`config.mk`:
```
export PLATFORM = sky130hd
export DESIGN_NAME = pagerank_update_arbiter
export DESIGN_NICKNAME = d
export VERILOG_FILES = /design/src/rtl/pagerank_pkg.sv /design/src/rtl/pagerank_update_arbiter_rr_pick.sv /design/src/rtl/pagerank_update_arbiter.sv
export SDC_FILE = /design/constraint.sdc
export NUM_CORES = 1
export LEC_CHECK = 0
export CORE_MARGIN = 3
export CORE_UTILIZATION = 40
export DETAILED_ROUTE_END_ITERATION = 8
export GPL_ROUTABILITY_DRIVEN = 0
export HOLD_SLACK_MARGIN = 0.12
export PLACE_DENSITY = 0.75
export SETUP_SLACK_MARGIN = 0.15
export SYNTH_ARGS = -nofsm -noshare
export SYNTH_HDL_FRONTEND = slang
export SYNTH_SLANG_ARGS = --single-unit
```
`constraint.sdc`:
```
create_clock -name clock -period 2.1 [get_ports clock]
set_input_delay 0.42 -clock clock [delete_from_list [all_inputs] [get_ports clock]]
set_output_delay 0.42 -clock clock [all_outputs]
set_load 0.01 [all_outputs]
```
`src/rtl/pagerank_pkg.sv`:
```
// Shared types and default widths for the pagerank update arbiter slice.
package pagerank_pkg;

    typedef enum logic [1:0] {
        IDLE,
        GRANT,
        RELEASE
    } arb_state_t;

    localparam int DEFAULT_ID_W   = 32;
    localparam int DEFAULT_DATA_W = 64;

endpackage

```
`src/rtl/pagerank_update_arbiter_rr_pick.sv`:
```
// Circular priority select: first set bit of pending at or after rr_ptr.
module rr_pick #(
    parameter  int N     = 4,
    localparam int IDX_W = $clog2(N)
) (
    input  logic [N-1:0]     pending,
    input  logic [IDX_W-1:0] rr_ptr,
    output logic [IDX_W-1:0] winner,
    output logic             any_valid
);

    int j;

    // Scanning from the far end lets the nearest pending index win last.
    always_comb begin
        winner    = '0;
        any_valid = 1'b0;
        j         = 0;
        for (int i = N - 1; i >= 0; i--) begin
            j = int'(rr_ptr) + i;
            if (j >= N) begin
                j = j - N;
            end
            if (pending[j]) begin
                winner    = IDX_W'(j);
                any_valid = 1'b1;
            end
        end
    end

endmodule

```
`src/rtl/pagerank_update_arbiter.sv`:
```
// Round-robin arbiter sharing one gather/update port among scatter partitions.
// Define PAGERANK_ARB_STATS_EN to add saturating grant_count/drop_count outputs.
module pagerank_update_arbiter
    import pagerank_pkg::*;
#(
    parameter  int NUM_SCATTER = 4,
    parameter  int ID_W        = DEFAULT_ID_W,
    parameter  int DATA_W      = DEFAULT_DATA_W,
    localparam int IDX_W       = $clog2(NUM_SCATTER)
) (
    input  logic                                clock,
    input  logic                                reset_n,
    input  logic [NUM_SCATTER-1:0]              req,
    input  logic [NUM_SCATTER-1:0][ID_W-1:0]    req_node_id,
    input  logic [NUM_SCATTER-1:0][DATA_W-1:0]  req_value,
    input  logic [NUM_SCATTER-1:0]              scatter_done,
    output logic [NUM_SCATTER-1:0]              update_complete,
    output logic                                upd_valid,
    output logic [ID_W-1:0]                     upd_node_id,
    output logic [DATA_W-1:0]                   upd_value,
    input  logic                                upd_ack,
    output logic                                iter_done,
`ifdef PAGERANK_ARB_STATS_EN
    output logic [NUM_SCATTER-1:0][31:0]        grant_count,
    output logic [31:0]                         drop_count,
`endif
    output logic                                proto_err
);

    arb_state_t                          state;
    logic [NUM_SCATTER-1:0]              pending;
    logic [NUM_SCATTER-1:0]              capture;
    logic [NUM_SCATTER-1:0]              drop;
    logic [NUM_SCATTER-1:0][ID_W-1:0]    slot_id;
    logic [NUM_SCATTER-1:0][DATA_W-1:0]  slot_val;
    logic [IDX_W-1:0]                    rr_ptr;
    logic [IDX_W-1:0]                    grant_idx;
    logic [IDX_W-1:0]                    winner;
    logic                                any_valid;

    rr_pick #(.N(NUM_SCATTER)) u_rr_pick (
        .pending   (pending),
        .rr_ptr    (rr_ptr),
        .winner    (winner),
        .any_valid (any_valid)
    );

    // A slot being released this cycle may accept a fresh request.
    always_comb begin
        capture = '0;
        drop    = '0;
        for (int k = 0; k < NUM_SCATTER; k++) begin
            if (req[k]) begin
                if (!pending[k] || (state == RELEASE && grant_idx == IDX_W'(k))) begin
                    capture[k] = 1'b1;
                end else begin
                    drop[k] = 1'b1;
                end
            end
        end
    end

    always_ff @(posedge clock) begin
        if (!reset_n) begin
            pending   <= '0;
            slot_id   <= '0;
            slot_val  <= '0;
            proto_err <= 1'b0;
        end else begin
            for (int k = 0; k < NUM_SCATTER; k++) begin
                if (capture[k]) begin
                    pending[k]  <= 1'b1;
                    slot_id[k]  <= req_node_id[k];
                    slot_val[k] <= req_value[k];
                end else if (state == RELEASE && grant_idx == IDX_W'(k)) begin
                    pending[k] <= 1'b0;
                end
            end
            if (|drop) begin
                proto_err <= 1'b1;
            end
        end
    end

    always_ff @(posedge clock) begin
        if (!reset_n) begin
            state           <= IDLE;
            grant_idx       <= '0;
            rr_ptr          <= '0;
            upd_valid       <= 1'b0;
            upd_node_id     <= '0;
            upd_value       <= '0;
            update_complete <= '0;
        end else begin
            case (state)
                IDLE: begin
                    update_complete <= '0;
                    if (any_valid) begin
                        grant_idx   <= winner;
                        upd_valid   <= 1'b1;
                        upd_node_id <= slot_id[winner];
                        upd_value   <= slot_val[winner];
                        state       <= GRANT;
                    end
                end
                GRANT: begin
                    if (upd_ack) begin
                        upd_valid       <= 1'b0;
                        upd_node_id     <= '0;
                        upd_value       <= '0;
                        update_complete <= NUM_SCATTER'(1) << grant_idx;
                        state           <= RELEASE;
                    end
                end
                RELEASE: begin
                    update_complete <= '0;
                    rr_ptr <= (grant_idx == IDX_W'(NUM_SCATTER - 1)) ? '0 : grant_idx + 1'b1;
                    state  <= IDLE;
                end
                default: begin
                    state <= IDLE;
                end
            endcase
        end
    end

    assign iter_done = (&scatter_done) && (pending == '0) && (state == IDLE);

`ifdef PAGERANK_ARB_STATS_EN
    logic [32:0] drop_sum;

    assign drop_sum = {1'b0, drop_count} + 33'($countones(drop));

    always_ff @(posedge clock) begin
        if (!reset_n) begin
            grant_count <= '0;
            drop_count  <= '0;
        end else begin
            drop_count <= drop_sum[32] ? 32'hFFFF_FFFF : drop_sum[31:0];
            if (state == RELEASE && grant_count[grant_idx] != 32'hFFFF_FFFF) begin
                grant_count[grant_idx] <= grant_count[grant_idx] + 32'd1;
            end
        end
    end
`endif

endmodule
```
==> reports/summary.txt <==
Pre-antenna DRT Iters: 5
Post-route clock skew: 0.0222 ns
Largest net degree at the start of global routing: 158
Number of antenna violations at the first check in global routing: 19
Count of unresolved DRC violations after routing: 0
DPL Wire Length: 46.7 mm
Power density cells: 820 nW/um2
Logic gate share of total power: 0.168
Setup ws final: -0.0866 ns
Clock tree from TritonCTS: yes
Leak: 12.0 nW
Hold Startpoint: reset_n
Core Box Area: 50500 um2
Width of the die: 233 um
Die span in y: 233 um
Latest clock arrival within the worst-skew pair: 0.59 ns
Number of cells produced by synthesis: 2294
Routed wire length: 73.4 mm
Post-route core utilization: 0.576
Reg-to-reg setup timing slack: 0.14 ns
Area enclosed by the die boundary: 54300 um2
Most common library cell in the layout ignoring fill and taps: sky130_fd_sc_hd__nand2_1
CP max stage cell: sky130_fd_sc_hd__or4_4
Area growth from synthesis to layout: 41.3%
Worst Tran Pin Value: 0.660 ns
CTS Root Cell: sky130_fd_sc_hd__clkbuf_16
Vias in the first global route: 18709
Via count normalized by instance count: 5.38
Startpoint of the worst register-to-register path: pending[1]$_SDFFE_PN0P_
Buffers from clock root to sink, at most: 3
Start point of the critical path: pending[2]$_SDFFE_PN0P_
Most frequent cells in the layout: 870 x sky130_fd_sc_hd__nand2_1, 490 x sky130_fd_sc_hd__dfxtp_1, 421 x sky130_fd_sc_hd__clkdlybuf4s50_1
Endpoints failing setup: 1
Overflow after GRT: 0
Flop and latch count out of synthesis: 496
Boundary pin count: 498
Antenna Violating Nets Remaining: 0
Quantity of hold-fixing buffers added after cts: 0
Largest vdd supply drop: 524 uV
Worst endpoint data arrival time: 1.77 ns
Total clock buffers created by CTS: 53
Synthesized area per cell: 8.98 um2
Violated checks: negative setup slack
Total number of yosys warnings: 0
Shortest period the worst path allows: 2.19 ns
Post-synth net total: 2693
Number of port buffers: 497
Number of hold-slack violations in the final timing report: 0
Unrepaired setup endpoints after global routing: true
Critical path class: flop to output port
Final nets: 3149
Starting density of the core: 0.408
Switching share of total power: 0.258
Fraction of final layout cells with drive strength greater than 1: 0.0968
Total number of vias: 18666
1st-iter DRT viols: 1322
Power share of the sequential group: 0.431
Cell-internal power: 17.7 mW
Wire length of the first global-routing pass: 106 mm
Maximum level of the CTS H-tree: 2
Maximum cell stage delay along the critical path: 0.57 ns
Tcrit/Tclk final: 1.04
Sum of internal, switching and leakage power: 23.9 mW
Achievable frequency: 457 MHz
Fin. max-slew vios: 0
Number of maximum-capacitance constraint violations: 0
Setup crit start kind: flop
Clock transition time at the flip-flop clock pins of the worst setup and hold paths: 0.05 ns
Required time of the critical path: 1.68 ns
Kind of end point of the critical path: output port
Clk pwr share: 0.401
Synthesized cell area: 20600 um2
Average wire per standard cell: 21.1 um
Net load switching power: 6.16 mW
Num rows: 82
CP Cell Sequence: or4_4, nor3_4, buf_2
Worst-case headroom to the max-slew limit: 0.560
Clock tree sinks: 496
Worst hold-check path type: primary input to flop
Worst-path fanout max: 3
Outcome: complete, but fails checks
Overall track demand over capacity in global routing: 0.250
Sequential cell area fraction in the yosys report: 0.482
Post-synth cell types: 37
sequential cells by signal, indices dropped and copies added, names as in the netlist:
register,cells
slot_val,256
rr_ptr,2
update_complete,4
proto_err,1
upd_valid,1
upd_value,64
grant_idx,2
state,2
pending,4
slot_id,128
upd_node_id,32
critical path, delay by kind of cell, from the launching register on:
family	cells	cell delay, ns
flip-flops	1	0.32
buffers and inverters	1	0.15
AND/OR/NAND/NOR	2	0.70
kinds of logic after synthesis:
kind of cell | count (synthesis) | share of synthesized area
compound gates | 500 | 0.201
flops | 496 | 0.482
mux | 197 | 0.0957
fa+ha+maj | 4 | 0.00243
buf+inv | 189 | 0.0483
simple gates | 908 | 0.170
what timing repair did:
item / 4_1_cts / 5_1_grt
pin swaps: 4 / 29
gates resized for setup: 71 / 81
setup buffers: 3 / 17
gates cloned: 3 / 15
endpoints found under the setup margin: 116 / 215
stage by stage:
stage | instance area [um2] | std cells | hold slack (ns) | TNS (ns) | setup slack (ns)
final | 29100 | 3472 | 0.213 | -0.0866 | -0.0866
after global routing | 29100 | 3471 | 0.208 | -0.139 | -0.139
after CTS | 28200 | 3428 | 0.184 | -0.122 | -0.122
after detailed placement | 26300 | 3329 | 0.444 | -0.0974 | -0.0974
after global placement | 26300 | 3329 | 0.439 | -0.108 | -0.108
after floorplan | 20600 | 2294 | 0.434 | 0 | 0.362
final timing paths:
| path | endpoint | cells past startpoint |
|---|---|---|
| setup / recovery | iter_done | 3 |
| hold / removal | pending[2]$_SDFFE_PN0P_ | 2 |
| setup reg to reg | upd_value[24]$_SDFFE_PN0P_ | 8 |
| hold reg to reg | slot_val[178]$_SDFFE_PN0P_ | 2 |
synth_stat cells:
| master | instances | area [um2] |
|---|---|---|
| sky130_fd_sc_hd__buf_2 | 84 | 420 |
| sky130_fd_sc_hd__o221ai_1 | 55 | 482 |
| sky130_fd_sc_hd__mux2i_1 | 197 | 1970 |
| sky130_fd_sc_hd__nand4_1 | 1 | 6.26 |
| sky130_fd_sc_hd__buf_4 | 15 | 113 |
| sky130_fd_sc_hd__o221ai_2 | 41 | 616 |
| sky130_fd_sc_hd__nor3b_1 | 1 | 7.51 |
| sky130_fd_sc_hd__inv_1 | 2 | 7.51 |
| sky130_fd_sc_hd__nor3_1 | 1 | 5.00 |
| sky130_fd_sc_hd__clkbuf_1 | 75 | 282 |
| sky130_fd_sc_hd__nand2_1 | 870 | 3270 |
| sky130_fd_sc_hd__a21boi_0 | 264 | 1980 |
| sky130_fd_sc_hd__a21oi_1 | 3 | 15.0 |
| sky130_fd_sc_hd__dfxtp_1 | 496 | 9930 |
| sky130_fd_sc_hd__o221a_2 | 1 | 11.3 |
| sky130_fd_sc_hd__nand3b_4 | 1 | 20.0 |
| sky130_fd_sc_hd__nor2b_1 | 10 | 62.6 |
| sky130_fd_sc_hd__and2b_4 | 1 | 10.0 |
| sky130_fd_sc_hd__a221oi_1 | 1 | 8.76 |
| sky130_fd_sc_hd__or4_4 | 1 | 11.3 |
| sky130_fd_sc_hd__nand3_2 | 1 | 10.0 |
| sky130_fd_sc_hd__o21ai_0 | 1 | 5.00 |
| sky130_fd_sc_hd__a21boi_2 | 4 | 45.0 |
| sky130_fd_sc_hd__nand3_1 | 3 | 15.0 |
| sky130_fd_sc_hd__o21a_1 | 5 | 37.5 |
| sky130_fd_sc_hd__a221oi_2 | 1 | 15.0 |
| sky130_fd_sc_hd__ha_1 | 4 | 50.1 |
| sky130_fd_sc_hd__nand3b_1 | 1 | 7.51 |
| sky130_fd_sc_hd__buf_12 | 4 | 80.1 |
| sky130_fd_sc_hd__nor2_1 | 10 | 37.5 |
| sky130_fd_sc_hd__a22oi_1 | 1 | 7.51 |
| sky130_fd_sc_hd__inv_2 | 1 | 3.75 |
| sky130_fd_sc_hd__buf_6 | 8 | 90.1 |
| sky130_fd_sc_hd__nand2b_1 | 4 | 25.0 |
| sky130_fd_sc_hd__a21boi_1 | 123 | 923 |
| sky130_fd_sc_hd__and3_1 | 2 | 12.5 |
| sky130_fd_sc_hd__and2_4 | 1 | 8.76 |
power groups by stage:
stage	logic, mW	clock network, mW	registers, mW
detailed placement	3.59	0	10.5
global route	4.25	10.1	10.3
finish	4.01	9.57	10.3
floorplan	1.79	0	10.4
global placement	3.53	0	10.4
CTS	3.66	9.72	10.3
per-layer routing:
metal  track usage  vias up  part of all wire
met1         0.303     9011              0.40
met3        0.0470      216             0.071
li1              -     8650                 -
met2         0.423      775              0.48
met4         0.128       14             0.049
met5             0        -            0.0011
cell type report:
type                    instances  area (um2)
well taps                     672         841
inverters                       3        11.3
diodes                         12        30.0
clock inverters                13         194
fillers                      4295       21400
multi-input cells            1609        9980
flip-flops and latches        496        9940
clock buffers                  80        1590
repair buffers                587        6520
No activity file was read; power rests on OpenSTA's default activity.
